<file path="src/rtl/seven_seg_scan.sv">
// seven_seg_scan: multiplexed 7-segment scanner with inter-digit blanking, frame-synchronous
// latching and 16-level PWM brightness.
module seven_seg_scan #(
  parameter int DIGITS       = 4,
  parameter int DIV_BITS     = 16,
  parameter int BLANK_CYCLES = 256,
  parameter bit ACTIVE_LOW   = 1'b1
) (
  input  logic                  clk,
  input  logic                  rst_n,
  input  logic [4*DIGITS-1:0]   value,
  input  logic [DIGITS-1:0]     dp_in,
  input  logic [DIGITS-1:0]     digit_en,
  input  logic [3:0]            brightness,
  input  logic                  load,
  output logic [7:0]            seg,
  output logic [DIGITS-1:0]     sel,
  output logic                  frame
);
  localparam int IW = DIGITS > 1 ? $clog2(DIGITS) : 1;
  localparam logic [7:0] SEG_OFF = ACTIVE_LOW ? 8'hFF : 8'h00;
  localparam logic [DIGITS-1:0] SEL_OFF = ACTIVE_LOW ? {DIGITS{1'b1}} : {DIGITS{1'b0}};
  localparam logic [DIV_BITS-1:0] BL = DIV_BITS'(BLANK_CYCLES);
  typedef enum logic {BLANK, ON} state_e;
  state_e state_q, state_d;
  logic [DIV_BITS-1:0] cnt_q, cnt_d;
  logic [IW-1:0] idx_q, idx_d;
  logic [4*DIGITS-1:0] sh_val_q, sh_val_d, act_val_q, act_val_d;
  logic [DIGITS-1:0] sh_dp_q, sh_dp_d, act_dp_q, act_dp_d;
  logic [DIGITS-1:0] sh_en_q, sh_en_d, act_en_q, act_en_d;
  logic [7:0] seg_q, seg_d;
  logic [DIGITS-1:0] sel_q, sel_d;
  logic frame_q, frame_d;
  logic slot_end, wrap, dig_on, seg_on;
  logic [3:0] nib;
  logic [7:0] lit;
  logic [DIGITS-1:0] one_hot;
  function automatic logic [6:0] decode(input logic [3:0] n);
    case (n)
      4'h0: decode = 7'h3F;
      4'h1: decode = 7'h06;
      4'h2: decode = 7'h5B;
      4'h3: decode = 7'h4F;
      4'h4: decode = 7'h66;
      4'h5: decode = 7'h6D;
      4'h6: decode = 7'h7D;
      4'h7: decode = 7'h07;
      4'h8: decode = 7'h7F;
      4'h9: decode = 7'h6F;
      4'hA: decode = 7'h77;
      4'hB: decode = 7'h7C;
      4'hC: decode = 7'h39;
      4'hD: decode = 7'h5E;
      4'hE: decode = 7'h79;
      default: decode = 7'h71;
    endcase
  endfunction
  always_comb begin
    slot_end  = &cnt_q;
    wrap      = slot_end && (idx_q == IW'(DIGITS-1));
    cnt_d     = cnt_q + 1'b1;
    idx_d     = slot_end ? (wrap ? '0 : idx_q + 1'b1) : idx_q;
    state_d   = (cnt_d < BL) ? BLANK : ON;
    sh_val_d  = load ? value : sh_val_q;
    sh_dp_d   = load ? dp_in : sh_dp_q;
    sh_en_d   = load ? digit_en : sh_en_q;
    // a load landing on the boundary cycle bypasses the shadow so it shows this frame
    act_val_d = wrap ? (load ? value : sh_val_q) : act_val_q;
    act_dp_d  = wrap ? (load ? dp_in : sh_dp_q) : act_dp_q;
    act_en_d  = wrap ? (load ? digit_en : sh_en_q) : act_en_q;
    nib       = act_val_q[{idx_q, 2'b00} +: 4];
    lit       = {act_dp_q[idx_q], decode(nib)};
    one_hot   = '0;
    one_hot[idx_q] = 1'b1;
    dig_on    = (state_q == ON) && act_en_q[idx_q];
    seg_on    = dig_on && (cnt_q[DIV_BITS-1 -: 4] < brightness);
    seg_d     = seg_on ? (ACTIVE_LOW ? ~lit : lit) : SEG_OFF;
    sel_d     = dig_on ? (ACTIVE_LOW ? ~one_hot : one_hot) : SEL_OFF;
    frame_d   = wrap;
  end
  always_ff @(posedge clk or negedge rst_n) begin
    if (!rst_n) begin
      state_q   <= BLANK;
      cnt_q     <= '0;
      idx_q     <= '0;
      sh_val_q  <= '0;
      sh_dp_q   <= '0;
      sh_en_q   <= '0;
      act_val_q <= '0;
      act_dp_q  <= '0;
      act_en_q  <= '0;
      seg_q     <= SEG_OFF;
      sel_q     <= SEL_OFF;
      frame_q   <= 1'b0;
    end else begin
      state_q   <= state_d;
      cnt_q     <= cnt_d;
      idx_q     <= idx_d;
      sh_val_q  <= sh_val_d;
      sh_dp_q   <= sh_dp_d;
      sh_en_q   <= sh_en_d;
      act_val_q <= act_val_d;
      act_dp_q  <= act_dp_d;
      act_en_q  <= act_en_d;
      seg_q     <= seg_d;
      sel_q     <= sel_d;
      frame_q   <= frame_d;
    end
  end
  assign seg   = seg_q;
  assign sel   = sel_q;
  assign frame = frame_q;
endmodule
</file>
<file path="config.mk">
export PLATFORM = sky130hd
export DESIGN_NAME = seven_seg_scan
export DESIGN_NICKNAME = d
export VERILOG_FILES = /design/src/rtl/seven_seg_scan.sv
export SDC_FILE = /design/constraint.sdc
export NUM_CORES = 1
export LEC_CHECK = 0
export ABC_AREA = 1
export BUFFER_PORTS_ARGS = -buffer_cell sky130_fd_sc_hd__clkbuf_2
export CAP_MARGIN = 20
export CORE_AREA = 8 8 142 130
export DETAILED_ROUTE_END_ITERATION = 10
export DIE_AREA = 0 0 150 138
export PLACE_DENSITY_LB_ADDON = 0.12
export SLEW_MARGIN = 40
export SYNTH_ARGS = -nofsm -noshare
export SYNTH_HDL_FRONTEND = slang
export SYNTH_SLANG_ARGS = --single-unit
</file>
<file path="constraint.sdc">
create_clock -name clk -period 5.2 [get_ports clk]
set_clock_uncertainty 0.1 [all_clocks]
set_input_delay 0.52 -clock clk [delete_from_list [all_inputs] [get_ports clk]]
set_output_delay 0.52 -clock clk [all_outputs]
set_load 0.01 [all_outputs]
</file>
Word-level counts from Yosys, hierarchy flattened. Memories as Yosys holds them, arrays and structs flattened. Index checks and enable logic that the tools add are counted.

Memory bits (read-only): 112. Memories: 1. Register bits: 80. Logic and storage cells: 41.

Memory list: (no name shown) (depth 16, bits a word 7, rd ports 1, clocked after memory_dff 0, write ports 0, line 39) `case (n)`.

Add/subtract/negate cells: 2. Shift operators: 1. $lt $le $gt $ge: 4. Bitwise operators: 2. Equal/unequal tests: 1. Reductions and logical operators: 5. Multiplexer cells: 13.

Operators with widths (count): $add A16 B1 Y16 const B (1); $lt A16 B9 Y1 const B (1); $mux W16 (1); $reduce_and A16 Y1 (1); $shiftx A16 B5 Y4 (1); $mux W4 (3); $mux W8 (1); $not A8 Y8 (1); $bmux W1 S2 (2); $logic_and A1 B1 Y1 (4); $lt A4 B4 Y1 (1); $mux W1 (4); $not A4 Y4 (1); $lt A2 B3 Y1 const B (1); $add A2 B1 Y2 const B (1); $demux W1 S2 (1); $eq A2 B2 Y1 const B (1); $ge A2 B1 Y1 const B (1); $mux W2 (1).

Logic depth before layout (Yosys ltp).
Depth in word-level cells: 6. Depth in mapped cells: 12.

Least setup slack after synthesis. No wires, ideal clock.

Kind: register to register. From: register idx_q[0]. To: register seg_q[0], in the netlist seg[0]. Data required time: 5007 ps. Path buffers: 1. Path slack: 3207 ps. Cell stages (with the launch flop): 11. Setup time: 93 ps. Arrival time: 1800 ps. Cells stage by stage: dfrtp_1 > buf_4 > nand2_1 > nand2_1 > o21ai_0 > inv_1 > ha_1 > inv_1 > a21oi_1 > o21ai_0 > nand3_1.

Longest elaborated chain between the ends: 5. Elaborated cells on any way between the ends: 8. Classes of those cells: shift: 1; mux: 3; bitwise: 1; reduce/logical: 2; memory: 1.

RTL lines: start, declared (line 27) `logic [IW-1:0] idx_q, idx_d;`; start signal, assigned (line 98) `idx_q <= idx_d;`; parallel branches: the longest is 4 deep, another holds $mem_v2 Z16 W7; $mux W8 (*) (line 77) `seg_d = seg_on ? (ACTIVE_LOW ? ~lit : lit) : SEG_OFF;`; net seg_d[0] (line 31) `logic [7:0] seg_q, seg_d;`; end signal, assigned (line 105) `seg_q <= seg_d;`; end, declared (line 31).

Mark *: on every way through the listed nets, which the timed path passes. The select of a mux whose other input is x is not followed. A chain may end at the register's enable or synchronous reset.

Worst setup path after layout. Ends and elaborated chain as after synthesis.

==> run_results.csv <==
group,metric,value,unit
run_status,status,"completed",
timing,rsz0062_at_grt,"false",
place,place.gp.congestion,0.743,
detailed_routing,drt_iter0_markers,154,
run,maxCapViolations,0,
clock_tree,cts_buffers,9,
logic_synthesis,synth-simple-area-share,26.2,%
power_and_ir_drop,report.power.total,1.37,mW
clock_tree,htree_levels,3,
logic_synthesis,ys_top_cells_by_area,"dfrtp_1 (43%), nand2_1 (12%), dfstp_2 (8.0%)",
timing,final-setup-viol-count,0,
logic_synthesis,synth_xor_area_share,1.34,%
clock_tree,clk_pin_slew,0.06,ns
global_routing,grt_pass1_vias,2787,
floorplanning,fp-row-count,44,
timing,finalCriticalPeriod,2.71,ns
timing,hold_viol,0,
logic_synthesis,synth.mux.area_fraction,6.88,%
power_and_ir_drop,peakVddDrop,0.162,mV
timing,fmax,0.369,GHz
logic_synthesis,yosysTopAreaCell,"dfrtp_1",
clock_tree,cts_repair_resize_count,0,
layout,finalCoreUtilization,28.7,%
logic_synthesis,yosysSeqAreaShare,51.4,%
detailed_routing,route.detailed.drc,0,
layout,syn_to_final_growth,16.7,%
place,hpwl,6.06,mm
setup_path,ff2ff_setup_slack,2.49,ns
timing,period_share,52.1,%
setup_path,r2r-start,"idx_q[0]$_DFFE_PN0P_",
timing,worstMarginPinSlew,0.808,ns
floorplanning,io_pins,44,
logic_synthesis,synth_fa_ha_area_share,4.46,%
setup_path,crit_chain,"inv_1 -> nand2_1 -> nand3_1 -> o21ai_0 -> inv_1 -> ha_1 -> inv_1 -> a21oi_1 -> o21ai_0 -> nand3_1",
global_routing,grt_first_pass_wirelength,14.8,mm
detailed_routing,dr.pass1.iters,4,
timing,slew_viol_final,0,
timing,worst_hold_slack,0.0582,ns
global_routing,grt.total_usage,8.99,%
clock_tree,clock_latency,0.34,ns
layout,nFillCells,1742,
timing,relSlewSlack,45.6,%
timing,fin_tns_setup,0,ns
detailed_routing,viasPerCell,4.12,
min_path,hold_path.class,"input port to asynchronous set/reset pin",
clock_tree,cts_hold_buffers,0,
place,place_inst,642,
setup_path,slowest_delay,0.69,ns
power_and_ir_drop,power_density,299,nW/um^2
floorplanning,core,16000,um^2
setup_path,cp.required,5.34,ns
setup_path,worstSetupStartpointType,"flip-flop",
setup_path,slowest_stage,"dfrtp_1",
clock_tree,root_buffer,"clkbuf_16",
logic_synthesis,synth_nets,449,
detailed_routing,vias,2712,
detailed_routing,wl_per_cell,13.2,um
logic_synthesis,synth_top_family_by_area,"simple AND/OR/NAND/NOR gates",
floorplanning,die_h,138,um
global_routing,antenna_found_initial,0,
logic_synthesis,syn-instance-count,404,
clock_tree,clockBufferDepth,2,
logic_synthesis,syn_area,3930,um^2
setup_path,cp_max_fo,17,
power_and_ir_drop,cellLeakagePower,2.12,nW
floorplanning,fp.dieW,150,um
logic_synthesis,yosysWarnings,0,
layout,drive_above_1_share,27.5,%
setup_path,crit_path_start,"idx_q[0]$_DFFE_PN0P_",
setup_path,cp.arrival,2.85,ns
floorplanning,die_area,20700,um^2
setup_path,endpoint_kind,"flip-flop",
layout,fin_nets,491,
place,io_buffers,43,
detailed_routing,final_antenna_net_count,0,
logic_synthesis,ys_ff_latch,80,
layout,diodes,0,
detailed_routing,finalWirelength,8.68,mm
global_routing,grt_max_degree,81,
clock_tree,cts_tree,"done",
floorplanning,start_util,24.6,%
logic_synthesis,avgSynthCellArea,9.72,um^2
clock_tree,clkSinkCount,80,
setup_path,crit_type,"flip-flop to flip-flop",
setup_path,cp_common_cell,"inv_1",
logic_synthesis,synth.distinct_cells,29,
layout,finalNonFillerCells,658,
clock_tree,cts_setup_buffers,0,
logic_synthesis,synth.top_cell.area_share,43.3,%
global_routing,grt_overflow,0,
logic_synthesis,synth_compound_area_share,2.58,%
final timing paths:
check | endpoint | depth (start not counted)
max | seg[0]$_DFF_PN1_ | 10
min | cnt_q[2]$_DFF_PN0_ | 1
max reg2reg | seg[0]$_DFF_PN1_ | 10
min reg2reg | act_val_q[15]$_DFFE_PN0P_ | 2
max in group asynchronous | sh_dp_q[1]$_DFF_PN0_ | 1
min in group clk | sh_dp_q[1]$_DFF_PN0_ | 2
layout make-up:
cell class | count | area, um^2 | area share, %
clock inverters | 4 | 51.3 | 1.12
well taps | 207 | 259 | 5.65
clock buffers | 12 | 267 | 5.82
multi-input cells | 278 | 1630 | 35.6
repair buffers | 45 | 239 | 5.22
flip-flops and latches | 80 | 2020 | 44.0
inverters | 32 | 120 | 2.62
registers in the layout, indices dropped and copies added, names as in the netlist:
register   flops
cnt_q         16
idx_q          2
seg            8
state_q        1
act_val_q     16
act_dp_q       4
sh_dp_q        4
sh_val_q      16
sh_en_q        4
act_en_q       4
frame          1
sel            4
worst max-delay path: cells and delay by family (launching register included):
family	cells	cell delay [ns]
adder cells (fa/ha/maj)	1	0.28
flip-flops	1	0.69
buffers and inverters	3	0.69
AND/OR/NAND/NOR	3	0.34
AO/OA/AOI/OAI	3	0.51
routing by layer:
metal	GRT usage [%]	up-vias	share of wire (%)	wire (um)
met5	0	-	0	0
met1	12.7	1275	52	4480
li1	-	1386	-	-
met2	11.8	41	41	3600
met3	2.51	10	4.7	404
met4	5.05	0	2.2	195
synth_stat cells:
library cell,number
nand3_1,21
xnor2_1,2
buf_12,2
nor3_4,1
or2_2,1
o211ai_1,2
nor2_2,1
mux2_2,24
nand3_4,1
inv_1,32
o22ai_1,1
nand2_1,126
nand2_2,1
buf_6,5
dfrtp_1,68
buf_4,1
clkbuf_2,1
nand4_1,5
dfstp_2,12
xor2_1,4
o21ai_0,13
a21oi_1,3
nand3b_1,3
nor2_1,33
nor2_4,1
ha_1,14
clkbuf_8,3
nand3_2,21
buf_2,2
through the flow:
stage	area [um^2]	worst slack, ns
after detailed placement	4260	2.54
after floorplan	3930	3.21
after global routing	4580	2.10
after CTS	4580	2.48
after global placement	4260	2.53
final	4580	2.49
logic make-up (layout without fill, tap and decap cells):
| kind of cell | count (synthesis) | after routing |
|---|---|---|
| compound gates | 19 | 19 |
| fa+ha+maj | 14 | 14 |
| flops | 80 | 80 |
| mux | 24 | 24 |
| simple gates | 215 | 215 |
| xor+xnor | 6 | 6 |
| buf+inv | 46 | 93 |
cells in the final DEF, fill, tap and decap left out:
cell	n
clkbuf_2	42
o21ai_0	13
nand3b_1	3
nor2_2	1
o211ai_1	2
nor2_1	33
ha_1	14
inv_1	32
clkinvlp_4	1
clkinv_4	1
clkbuf_16	9
xor2_1	4
nor3_4	1
bufinv_16	1
dfstp_2	12
buf_4	2
nand2_2	1
clkinv_2	1
o22ai_1	1
nor2_4	1
xnor2_1	2
nand3_4	1
mux2_2	24
a21oi_1	3
clkbuf_8	4
nand3_1	21
nand4_1	5
nand2_1	126
or2_2	1
dfrtp_1	68
nand3_2	21
power by group:
group / switching, mW / leakage, nW / total (mW) / internal, mW
registers: 0.00393 / 0.882 / 0.645 / 0.641
logic: 0.0337 / 1.08 / 0.0602 / 0.0265
clock network: 0.253 / 0.155 / 0.664 / 0.411
total: 0.290 / 2.12 / 1.37 / 1.08
Note: power is estimated with default switching activity, not from simulation.
